$ cat src/rtl/kyber_core_seq_if.sv
// rtl/kyber_core_seq_if.sv - host/core handshake bundle for the Kyber operation sequencer
interface kyber_core_seq_if #(
    parameter int CNT_W = 24
);
    logic             go;
    logic [1:0]       op_in;
    logic             abort;
    logic             core_done;
    logic             core_rst;
    logic             core_start;
    logic [1:0]       core_op;
    logic             busy;
    logic             done_flag;
    logic             err_flag;
    logic [1:0]       err_code;
    logic [CNT_W-1:0] cycle_count;

    modport master (
        output go, op_in, abort, core_done,
        input  core_rst, core_start, core_op, busy, done_flag, err_flag, err_code, cycle_count
    );

    modport slave (
        input  go, op_in, abort, core_done,
        output core_rst, core_start, core_op, busy, done_flag, err_flag, err_code, cycle_count
    );
endinterface

$ cat src/rtl/kyber_core_seq.sv
// rtl/kyber_core_seq.sv - go-edge driven reset/settle/start/supervise sequencer for the Kyber core
module kyber_core_seq #(
    parameter int RST_CYCLES    = 10,
    parameter int SETTLE_CYCLES = 4,
    parameter int TIMEOUT       = 100000,
    parameter int CNT_W         = 24
) (
    input  logic            clk,
    input  logic            rst,
    kyber_core_seq_if.slave io_bus
);
    typedef enum logic [2:0] {
        S_IDLE,
        S_RST,
        S_SETTLE,
        S_START,
        S_RUN
    } state_t;

    // Phase counter only has to reach the longer of the two fixed phases.
    localparam int PH_MAX = (RST_CYCLES > SETTLE_CYCLES) ? RST_CYCLES : SETTLE_CYCLES;
    localparam int PH_W   = (PH_MAX > 1) ? $clog2(PH_MAX) : 1;

    localparam logic [PH_W-1:0]  RST_LAST = PH_W'(RST_CYCLES - 1);
    localparam logic [PH_W-1:0]  SET_LAST = (SETTLE_CYCLES > 0) ? PH_W'(SETTLE_CYCLES - 1) : '0;
    localparam logic [CNT_W-1:0] TO_VAL   = CNT_W'(TIMEOUT);

    localparam logic [1:0] OP_INVALID   = 2'b11;
    localparam logic [1:0] ERR_INVALID  = 2'b01;
    localparam logic [1:0] ERR_TIMEOUT  = 2'b10;
    localparam logic [1:0] ERR_ABORT    = 2'b11;

    state_t           r_state;
    logic             r_go_prev;
    logic [1:0]       r_op;
    logic [PH_W-1:0]  r_phase_cnt;
    logic [CNT_W-1:0] r_cycle_count;
    logic             r_done_flag;
    logic             r_err_flag;
    logic [1:0]       r_err_code;

    state_t           w_state_nxt;
    logic [1:0]       w_op_nxt;
    logic [PH_W-1:0]  w_phase_nxt;
    logic [CNT_W-1:0] w_cycle_nxt;
    logic             w_done_nxt;
    logic             w_err_nxt;
    logic [1:0]       w_code_nxt;
    logic             w_go_edge;

    assign w_go_edge = io_bus.go & ~r_go_prev;

    // Register all sequencer state; reset returns everything to zero / IDLE.
    always_ff @(posedge clk) begin
        if (rst) begin
            r_state       <= S_IDLE;
            r_go_prev     <= 1'b0;
            r_op          <= '0;
            r_phase_cnt   <= '0;
            r_cycle_count <= '0;
            r_done_flag   <= 1'b0;
            r_err_flag    <= 1'b0;
            r_err_code    <= '0;
        end else begin
            r_state       <= w_state_nxt;
            r_go_prev     <= io_bus.go;
            r_op          <= w_op_nxt;
            r_phase_cnt   <= w_phase_nxt;
            r_cycle_count <= w_cycle_nxt;
            r_done_flag   <= w_done_nxt;
            r_err_flag    <= w_err_nxt;
            r_err_code    <= w_code_nxt;
        end
    end

    // Next-state logic: abort outranks every phase transition, done and timeout.
    always_comb begin
        w_state_nxt = r_state;
        w_op_nxt    = r_op;
        w_phase_nxt = r_phase_cnt;
        w_cycle_nxt = r_cycle_count;
        w_done_nxt  = r_done_flag;
        w_err_nxt   = r_err_flag;
        w_code_nxt  = r_err_code;

        if ((r_state != S_IDLE) && io_bus.abort) begin
            w_state_nxt = S_IDLE;
            w_err_nxt   = 1'b1;
            w_code_nxt  = ERR_ABORT;
        end else begin
            case (r_state)
                S_IDLE: begin
                    if (w_go_edge) begin
                        w_done_nxt  = 1'b0;
                        w_err_nxt   = 1'b0;
                        w_code_nxt  = '0;
                        w_cycle_nxt = '0;
                        w_op_nxt    = io_bus.op_in;
                        if (io_bus.op_in == OP_INVALID) begin
                            w_err_nxt  = 1'b1;
                            w_code_nxt = ERR_INVALID;
                        end else begin
                            w_state_nxt = S_RST;
                            w_phase_nxt = '0;
                        end
                    end
                end
                S_RST: begin
                    if (r_phase_cnt == RST_LAST) begin
                        w_phase_nxt = '0;
                        w_state_nxt = (SETTLE_CYCLES == 0) ? S_START : S_SETTLE;
                    end else begin
                        w_phase_nxt = r_phase_cnt + 1'b1;
                    end
                end
                S_SETTLE: begin
                    if (r_phase_cnt == SET_LAST) begin
                        w_phase_nxt = '0;
                        w_state_nxt = S_START;
                    end else begin
                        w_phase_nxt = r_phase_cnt + 1'b1;
                    end
                end
                S_START: begin
                    // core_done is deliberately not looked at here
                    w_state_nxt = S_RUN;
                end
                S_RUN: begin
                    if (io_bus.core_done) begin
                        w_state_nxt = S_IDLE;
                        w_done_nxt  = 1'b1;
                    end else if (r_cycle_count == TO_VAL) begin
                        w_state_nxt = S_IDLE;
                        w_err_nxt   = 1'b1;
                        w_code_nxt  = ERR_TIMEOUT;
                    end else if (r_cycle_count != '1) begin
                        w_cycle_nxt = r_cycle_count + 1'b1;
                    end
                end
                default: begin
                    w_state_nxt = S_IDLE;
                end
            endcase
        end
    end

    assign io_bus.core_rst    = (r_state == S_RST);
    assign io_bus.core_start  = (r_state == S_START);
    assign io_bus.busy        = (r_state != S_IDLE);
    assign io_bus.core_op     = r_op;
    assign io_bus.done_flag   = r_done_flag;
    assign io_bus.err_flag    = r_err_flag;
    assign io_bus.err_code    = r_err_code;
    assign io_bus.cycle_count = r_cycle_count;
endmodule

$ cat src/flat_wrapper.sv
// flat-port wrapper written by rule: the top's interface ports become plain ports
module kyber_core_seq_flat 
#(
    parameter int RST_CYCLES    = 10,
    parameter int SETTLE_CYCLES = 4,
    parameter int TIMEOUT       = 100000,
    parameter int CNT_W         = 24
)
  (clk, rst, io_bus_go, io_bus_op_in, io_bus_abort, io_bus_core_done, io_bus_core_rst, io_bus_core_start, io_bus_core_op, io_bus_busy, io_bus_done_flag, io_bus_err_flag, io_bus_err_code, io_bus_cycle_count);
  kyber_core_seq_if #(.CNT_W(CNT_W)) io_bus_i ();
  input  logic clk;
  input  logic rst;
  input wire logic [$bits(io_bus_i.go)-1:0] io_bus_go;
  input wire logic [$bits(io_bus_i.op_in)-1:0] io_bus_op_in;
  input wire logic [$bits(io_bus_i.abort)-1:0] io_bus_abort;
  input wire logic [$bits(io_bus_i.core_done)-1:0] io_bus_core_done;
  output wire logic [$bits(io_bus_i.core_rst)-1:0] io_bus_core_rst;
  output wire logic [$bits(io_bus_i.core_start)-1:0] io_bus_core_start;
  output wire logic [$bits(io_bus_i.core_op)-1:0] io_bus_core_op;
  output wire logic [$bits(io_bus_i.busy)-1:0] io_bus_busy;
  output wire logic [$bits(io_bus_i.done_flag)-1:0] io_bus_done_flag;
  output wire logic [$bits(io_bus_i.err_flag)-1:0] io_bus_err_flag;
  output wire logic [$bits(io_bus_i.err_code)-1:0] io_bus_err_code;
  output wire logic [$bits(io_bus_i.cycle_count)-1:0] io_bus_cycle_count;
  assign io_bus_i.go = io_bus_go;
  assign io_bus_i.op_in = io_bus_op_in;
  assign io_bus_i.abort = io_bus_abort;
  assign io_bus_i.core_done = io_bus_core_done;
  assign io_bus_core_rst = io_bus_i.core_rst;
  assign io_bus_core_start = io_bus_i.core_start;
  assign io_bus_core_op = io_bus_i.core_op;
  assign io_bus_busy = io_bus_i.busy;
  assign io_bus_done_flag = io_bus_i.done_flag;
  assign io_bus_err_flag = io_bus_i.err_flag;
  assign io_bus_err_code = io_bus_i.err_code;
  assign io_bus_cycle_count = io_bus_i.cycle_count;
  kyber_core_seq #(.RST_CYCLES(RST_CYCLES), .SETTLE_CYCLES(SETTLE_CYCLES), .TIMEOUT(TIMEOUT), .CNT_W(CNT_W)) u_core (.clk(clk), .rst(rst), .io_bus(io_bus_i));
endmodule
$ cat config.mk
export PLATFORM = sky130hd
export DESIGN_NAME = kyber_core_seq_flat
export DESIGN_NICKNAME = d
export VERILOG_FILES = /design/src/rtl/kyber_core_seq_if.sv /design/src/rtl/kyber_core_seq.sv /design/src/flat_wrapper.sv
export SDC_FILE = /design/constraint.sdc
export NUM_CORES = 1
export LEC_CHECK = 0
export CORE_MARGIN = 8
export CORE_UTILIZATION = 32
export CTS_BUF_LIST = sky130_fd_sc_hd__clkbuf_8
export DETAILED_ROUTE_END_ITERATION = 7
export PLACE_DENSITY = 0.54
export SYNTH_ARGS = -nofsm -noshare
export SYNTH_HDL_FRONTEND = slang
export SYNTH_SLANG_ARGS = --single-unit
$ cat constraint.sdc
create_clock -name clk -period 3.1 [get_ports clk]
set_input_delay 0.465 -clock clk [delete_from_list [all_inputs] [get_ports clk]]
set_output_delay 0.465 -clock clk [all_outputs]
set_load 0.005 [all_outputs]
# Yosys cells after proc, flatten, opt, wreduce, memory -nomap -nowiden
# Cells that the tools add are included.
[totals]
register_bits = 38
in_bits = 7
out_inout_bits = 33
wordCells = 79
[classes]
n_addsub = 2
eq_ne = 21
muxes = 32
bitwise = 3
reduce_logical = 13
[op_table]
columns = ["operator", "n"]
rows = [
  ["$mux 24", 4],
  ["$pmux 24 s2", 1],
  ["$add 24x1->24 const B", 1],
  ["$eq 24x17->1 const B", 1],
  ["$ne 24x24->1 const B", 1],
  ["$mux 3", 6],
  ["$mux 4", 4],
  ["$pmux 3 s5", 1],
  ["$pmux 4 s3", 1],
  ["$reduce_and 4->1", 3],
  ["$reduce_bool 3->1", 3],
  ["$mux 1", 8],
  ["$mux 2", 4],
  ["$ne 2x1->1 const B", 4],
  ["$ne 2x2->1 const B", 4],
  ["$eq 3x2->1 const B", 2],
  ["$ne 3x1->1 const B", 2],
  ["$ne 3x2->1 const B", 2],
  ["$reduce_and 6->1", 1],
  ["$reduce_and 5->1", 1],
  ["$add 4x1->4 const B", 1],
  ["$eq 4x2->1 const B", 1],
  ["$eq 4x4->1 const B", 1],
  ["$pmux 1 s2", 2],
  ["other kinds (11)", 12],
]

# Logic depth before layout (Yosys ltp)
# Gate-level depths: netlist (run 1).
[depth]
word_depth = 5
ltp_mapped = 9
mapped_depth_nobuf = 8

# Least setup slack after synthesis (run 1)
# OpenSTA, ideal clock, no wires.
[synth_path]
kind = "register -> register"
from = "register u_core.r_cycle_count[2], in the netlist u_core.io_bus.cycle_count[2]"
to = "register u_core.r_cycle_count[16], in the netlist u_core.io_bus.cycle_count[16]"
arrival_ns = 2.223
path_slack_ns = 0.756
stages_incl_launch_ff = 8
n_path_buf = 1
synth_period_minus_slack_ns = 2.344
path_cell_list = "dfxtp_1 > buf_6 > or4_1 > or4_4 > a2bb2oi_1 > and2_4 > and4_1 > mux2_4"
[synth_between]
elab_chain_cells = 5
elab_cells_between_ends = 10
cone_classes = "add/sub (1); eq/ne (4); mux (4); reduce/logical (1)"
[synth_lines]
columns = ["element", "line_no", "rtl"]
rows = [
  ["start, declared", "kyber_core_seq.sv:37", "logic [CNT_W-1:0] r_cycle_count;"],
  ["start signal, assigned", "kyber_core_seq.sv:69", "r_cycle_count <= w_cycle_nxt;"],
  ["$add 24x1->24", "kyber_core_seq.sv:137", "w_cycle_nxt = r_cycle_count + 1'b1;"],
  ["$mux 24", "kyber_core_seq.sv:136", "end else if (r_cycle_count != '1) begin"],
  ["$mux 24", "kyber_core_seq.sv:132", "end else if (r_cycle_count == TO_VAL) begin"],
  ["$mux 24", "kyber_core_seq.sv:129", "if (io_bus.core_done) begin"],
  ["$pmux 24 s2", "kyber_core_seq.sv:91", "case (r_state)"],
]
# Parallel ways exist; a longest one is shown, timed or not. The select of a mux whose other input is x is not followed.
# A chain may end at the register's enable or synchronous reset.

# Worst setup path in the final report (run 1)
[layout_path]
from = "register u_core.r_cycle_count[0], in the netlist u_core.io_bus.cycle_count[0]"
to = "register u_core.r_cycle_count[3], in the netlist u_core.io_bus.cycle_count[3]"
# Same word-level chain as after synthesis.

==> flow_summary.yaml, run 1 <==
grt:
  grtUsageMet1_pct: 18.5
  grt_busiest_layer: "met2"
  overflow: 0
  antenna_found_initial: 0
  grt_use_met2_pct: 22.5
  grt_pass1_wl_mm: 11.5
  grt_max_degree: 36
  grt_util_met3_pct: 3.67
  grt_pass1_vias: 2171
  grtUsageTotal_pct: 14.3
drt:
  ant_nets: 0
  dr.pass1.iters: 4
  drt-initial-drc-count: 183
  wirelength_mm: 7.06
  drcViolationCount: 0
  wl_per_cell_um: 16.3
  vias: 2412
  viasPerCell: 5.58
floorplan:
  fp.dieH_um: 100
  row_count: 30
  die_x_um: 100
  boundaryPins: 40
  die_area_um2: 10000
  core_area_um2: 6830
  start_util_pct: 33.1
worst_setup_path:
  r2r_start: "u_core.io_bus.cycle_count[0]"
  r2r_slack_ns: 0.27
  timing.rr.end: "u_core.io_bus.cycle_count[3]"
  reg2reg_depth: 8
  cp_data_arrival_time_ns: 3.03
  crit_required_ns: 3.30
  endpoint_kind: "register"
  crit_type: "register to register"
  cp-start-kind: "register"
  crit_path_max_fanout: 13
synth:
  synth.distinct_cells: 53
  async_reset_ff_share_pct: 0
  synth_nets: 307
  yosysSeqAreaShare_pct: 33.6
  ys.flop_type: "dfxtp_1"
  ys_ff_latch: 38
  synth-edff-count: 0
  syn-cell-area_um2: 2260
  netlist_instances: 296
  yosys_warnings: 0
  synth_area_per_cell_um2: 7.64
placed_design:
  placed_cell_area_um2: 2760
  place_hpwl_mm: 5.27
  place_congestion: 0.882
  port_buffers: 39
  dp_cells: 424
timing:
  drv_slew: 0
  tns_ns: 0
  worst_pin_slew_ns: 1.04
  relSlewSlack_pct: 30.1
  period_share_pct: 91.2
  setup_viol: 0
  finalClockSkew_ns: 0.00970
  rsz0062_at_grt: "false"
  period_minus_slack_ns: 2.83
  max_freq_mhz: 354
  hold_violations: 0
pwr:
  p_per_area_nw_per_um2: 347
  p_leak_nw: 0.906
  max-vdd-ir-drop_mv: 0.193
min_path:
  min-delay-start: "u_core.io_bus.err_code[1]"
  hold_depth: 2
  min_to: "u_core.io_bus.err_code[1]"
  min_path_type: "register to register"
cts:
  clock-sinks: 38
  h-tree-depth: 2
  cts_tree: "done"
  cts-root-buf: "clkbuf_8"
  cts_buffers: 5
  insertion_delay_ns: 0.29
  cts-resized-gates: 0
  clkSlewWorstSetupHoldPaths_ns: 0.08
  holdBufCountCts: 0
  cts_buffer_depth: 2
  cts_setup_buffers: 0
job:
  cap_violations: 0
cells_and_area:
  diodes: 0
  final_nets: 346
  syn_to_final_growth_pct: 26.3
  stdcell_count: 432
  drive_gt1_share_pct: 8.63
  final_area_um2: 2860
outcome:
  status: "finished, final reports clean"
==> layout by cell type, fill, tap and decap left out, types with 2 or more instances in the layout <==
cell and count:
a21oi_1 19, ha_1 4, nand3b_1 2, nand4_1 9, o21a_1 2, or2_2 5, nor2b_1 2, mux2i_1 3
nor3b_1 5, xnor2_1 2, a41oi_1 2, nor4_1 9, a211o_1 2, or3_1 6, o21ai_0 9, a2bb2oi_1 2
nand2b_1 4, a311oi_1 4, or4_1 3, nand3_1 18, clkbuf_8 6, a31oi_1 9, nor2_1 25, a21o_1 2
and2_1 3, inv_1 13, and4_1 2, buf_4 9, clkdlybuf4s50_1 39, nand2_1 31, nor3_1 15, and3_1 5
o31ai_1 4, nor4bb_1 3, dfxtp_1 38
==> registers in the layout (all words and copies together) (netlist names) <==
name                       flops
u_core.io_bus.core_op          2
u_core.r_phase_cnt             4
u_core.io_bus.err_code         2
u_core.r_state                 3
u_core.io_bus.cycle_count     24
u_core.io_bus.done_flag        1
u_core.r_go_prev               1
u_core.io_bus.err_flag         1
==> per-layer routing <==
metal	part of all wire [%]	routed length, µm
met2	46	3220
met5	0	0
met4	2.0	140
met3	7.0	496
met1	45	3200
==> synth_stat cells, drive strengths merged (2+ instances only) <==
| cell type | instances | area share [%] |
|---|---|---|
| buf | 4 | 1.4 |
| o21a | 2 | 0.66 |
| clkbuf | 12 | 2.0 |
| dfxtp | 38 | 34 |
| and4 | 2 | 0.77 |
| or4 | 4 | 1.5 |
| a2bb2oi | 2 | 0.77 |
| a31oi | 9 | 2.5 |
| mux2i | 3 | 1.3 |
| nor2b | 2 | 0.55 |
| and2 | 4 | 1.2 |
| nor2 | 25 | 4.2 |
| and3 | 6 | 1.7 |
| nor4 | 9 | 2.5 |
| nor3b | 5 | 1.7 |
| o31ai | 4 | 1.3 |
| nor4bb | 3 | 1.3 |
| nand2 | 31 | 5.1 |
| ha | 4 | 2.2 |
| nand2b | 4 | 1.1 |
| or2 | 5 | 1.4 |
| nand3 | 18 | 4.0 |
| o21ai | 10 | 2.2 |
| nor3 | 15 | 3.3 |
| a21oi | 19 | 4.2 |
| a41oi | 2 | 0.77 |
| mux2 | 2 | 1.2 |
| nand3b | 2 | 0.66 |
| a21o | 2 | 0.66 |
| nand4 | 9 | 2.5 |
| or3 | 6 | 1.7 |
| a311oi | 4 | 1.5 |
| xnor2 | 2 | 0.77 |
| a211o | 2 | 0.77 |
| inv | 13 | 2.2 |
==> per-stage QoR <==
| stage | power, mW | util (%) | hold slack (ns) | setup slack [ns] |
|---|---|---|---|---|
| final | 0.991 | 41.8 | 0.452 | 0.274 |
| after global routing | 1.04 | 41.8 | 0.484 | 0.0776 |
| after CTS | 1.01 | 41.8 | 0.458 | 0.351 |
| after detailed placement | 0.637 | 40.4 | 0.446 | 0.377 |
| after global placement | 0.637 | 40.4 | 0.444 | 0.492 |
| after floorplan | 0.586 | - | 0.442 | 0.756 |
==> worst max-delay path, stage by stage, from the launching register on <==
cell       delay (ns)
dfxtp_1          0.46
inv_1            0.07
ha_1             0.21
nor3b_1          0.14
nand4_1          0.15
a2bb2oi_1        0.86
and3_2           0.44
a41oi_1          0.15
a311oi_1         0.25
==> layout make-up <==
cell class | count | area (µm²)
Inverter | 13 | 48.8
Clock buffer | 6 | 82.6
Multi-Input combinational cell | 229 | 1370
Clock inverter | 2 | 12.5
Tap cell | 96 | 120
Timing Repair Buffer | 48 | 458
Fill cell | 747 | 3980
Sequential cell | 38 | 761
==> worst max path at each step <==
| stage | from | end | slack [ns] | depth (start not counted) |
|---|---|---|---|---|
| final | u_core.io_bus.cycle_count[0] | u_core.io_bus.cycle_count[3] | 0.27 | 8 |
| after CTS | u_core.io_bus.cycle_count[0] | u_core.io_bus.cycle_count[3] | 0.35 | 8 |
| after floorplan | u_core.io_bus.cycle_count[2] | u_core.io_bus.cycle_count[16] | 0.76 | 7 |
| after detailed placement | u_core.io_bus.cycle_count[0] | u_core.io_bus.cycle_count[22] | 0.38 | 9 |
| after global placement | u_core.io_bus.cycle_count[0] | u_core.io_bus.cycle_count[22] | 0.49 | 9 |
| after global routing | u_core.io_bus.cycle_count[0] | u_core.io_bus.cycle_count[3] | 0.08 | 8 |
==> cell families after synthesis <==
family	Yosys count	synth area share, %
compound gates	65	18.9
mux	5	2.49
fa+ha+maj	5	2.66
simple gates	151	35.5
buf+inv	29	5.59
flops	38	33.6
xor+xnor	3	1.16
==> power by group <==
group          switching [mW]  total (mW)  internal, mW
clock network           0.186       0.365         0.179
logic                  0.0674       0.120        0.0530
registers             0.00803       0.505         0.497
(Power assumes the default switching activity.)
==> run 2, diff against run 1 <==
- CORE_UTILIZATION: 32 -> 24
- PLACE_DENSITY: 0.54 -> 0.44
==> flow_summary.yaml, run 2 (synthesis gave the netlist of run 1 again) <==
worst_setup_path:
  timing.rr.end: "u_core.io_bus.cycle_count[22]"
  crit_type: "register to register"
  cp_slowest_cell: "a2bb2oi_1"
  cp_data_arrival_time_ns: 3.09
  critical_path.startpoint: "u_core.io_bus.cycle_count[0]"
  crit_path_max_fanout: 13
  endpoint_kind: "register"
  cpMostUsedCell: "nand4_1"
  reg2reg_depth: 9
  r2r_slack_ns: 0.24
  crit_required_ns: 3.33
  endpoint: "u_core.io_bus.cycle_count[22]"
  cp-start-kind: "register"
  crit_chain: "inv_1, ha_1, nor3b_1, nand4_1, a2bb2oi_1, nor4bb_1, buf_4, nand4_1, a31oi_1"
  worst_path_largest_cell_delay_ns: 0.81
  r2r_start: "u_core.io_bus.cycle_count[0]"
cts:
  cts_buffer_depth: 2
  clock-sinks: 38
  cts_setup_buffers: 0
  clkSlewWorstSetupHoldPaths_ns: 0.08
  holdBufCountCts: 0
  insertion_delay_ns: 0.31
  cts_tree: "done"
  cts-resized-gates: 0
  cts-root-buf: "clkbuf_8"
  cts_buffers: 5
  h-tree-depth: 2
timing:
  finalClockSkew_ns: 0.0128
  period_minus_slack_ns: 2.86
  drv_slew: 0
  rsz0062_at_grt: "false"
  whs_ns: 0.451
  worst_pin_slew_ns: 0.967
  max_freq_mhz: 350
  period_share_pct: 92.1
  hold_violations: 0
  setup_viol: 0
  tns_ns: 0
  relSlewSlack_pct: 35.3
pwr:
  p_per_area_nw_per_um2: 347
  p_leak_nw: 0.922
  max-vdd-ir-drop_mv: 0.166
cells_and_area:
  layout_common_cells: "39 x clkdlybuf4s50_1, 38 x dfxtp_1, 31 x nand2_1"
  diodes: 0
  final_common_cell: "clkdlybuf4s50_1"
  multi_input_area_um2: 1370
  final_nets: 349
  syn_to_final_growth_pct: 28.2
  largest_register_ffs: 24
  stdcell_count: 450
  drive_gt1_share_pct: 9.44
  regArea_um2: 761
  fillers: 1042
min_path:
  min_path_type: "register to register"
  hold_depth: 2
floorplan:
  row_count: 35
  fp.dieH_um: 113
  core_area_um2: 9200
  start_util_pct: 24.6
  die_x_um: 113
  die_area_um2: 12800
  boundaryPins: 40
job:
  cap_violations: 0
drt:
  ant_nets: 0
  vias: 2370
  viasPerCell: 5.27
  wl_met2_mm: 3.69
  wirelength_mm: 7.85
  drt-initial-drc-count: 121
  met1_length_mm: 3.56
  drcViolationCount: 0
  dr.pass1.iters: 4
  wl_per_cell_um: 17.4
  highest_layer: "met4"
  wl_met3_um: 384
placed_design:
  dp_cells: 442
  place_congestion: 0.902
  place_hpwl_mm: 6.01
  port_buffers: 39
grt:
  grtUsageTotal_pct: 12.5
  antenna_found_initial: 0
  grt_max_degree: 16
  grt_pass1_vias: 2388
  overflow: 0
  grt_pass1_wl_mm: 12.8
outcome:
  status: "finished, final reports clean"
## run 2: cell types whose count changed in the layout (fill, tap and decap cells not counted)
cell / previous run / this run
buf_4: 9 / 12
## run 2: power by group
| group | internal, mW | switching (mW) | leakage [nW] |
|---|---|---|---|
| Clock | 0.179 | 0.196 | 0.0472 |
| Combinational | 0.0548 | 0.0696 | 0.567 |
| Sequential | 0.497 | 0.00795 | 0.307 |
| Total | 0.731 | 0.274 | 0.922 |
## run 2: final cells by class
| cell class | instances | area share [%] |
|---|---|---|
| multi-input cells | 229 | 47.4 |
| flip-flops and latches | 38 | 26.3 |
| repair buffers | 51 | 16.6 |
| well taps | 111 | 4.79 |
| clock buffers | 6 | 2.85 |
| inverters | 13 | 1.68 |
| clock inverters | 2 | 0.432 |
## run 2: metrics by stage
stage | utilization (%) | area [µm²] | worst slack, ns | total power [mW]
after floorplan | - | 2260 | 0.756 | 0.586
after global placement | 30.5 | 2800 | 0.437 | 0.643
after detailed placement | 30.5 | 2800 | 0.307 | 0.643
after CTS | 31.5 | 2900 | 0.287 | 1.02
after global routing | 31.5 | 2900 | 0.0415 | 1.05
final | 31.5 | 2900 | 0.244 | 1.00
## run 2: routing by layer
layer,global-route usage [%],vias to the layer above
met3,2.66,16
met1,15.4,1122
li1,-,1183
met4,5.77,0
met2,20.4,49
met5,0,-
## run 2: worst max-delay path, delay by kind of cell, from the launching register on
family | cells | cell delay [ns]
AOI/OAI and AO/OA | 2 | 0.99
and+or+nand+nor | 4 | 0.83
DFF | 1 | 0.46
buffers and inverters | 2 | 0.28
adders and majority gates | 1 | 0.23
## run 2: how the worst min path moves through the flow
stage / start / end / slack (ns)
global placement: u_core.io_bus.err_code[1] / u_core.io_bus.err_code[1] / 0.44
detailed placement: u_core.io_bus.err_code[1] / u_core.io_bus.err_code[1] / 0.45
floorplan: u_core.io_bus.err_code[1] / u_core.io_bus.err_code[1] / 0.44
global route: u_core.io_bus.core_op[1] / u_core.io_bus.core_op[1] / 0.48
CTS: u_core.io_bus.err_code[1] / u_core.io_bus.err_code[1] / 0.46
finish: u_core.io_bus.err_code[1] / u_core.io_bus.err_code[1] / 0.45
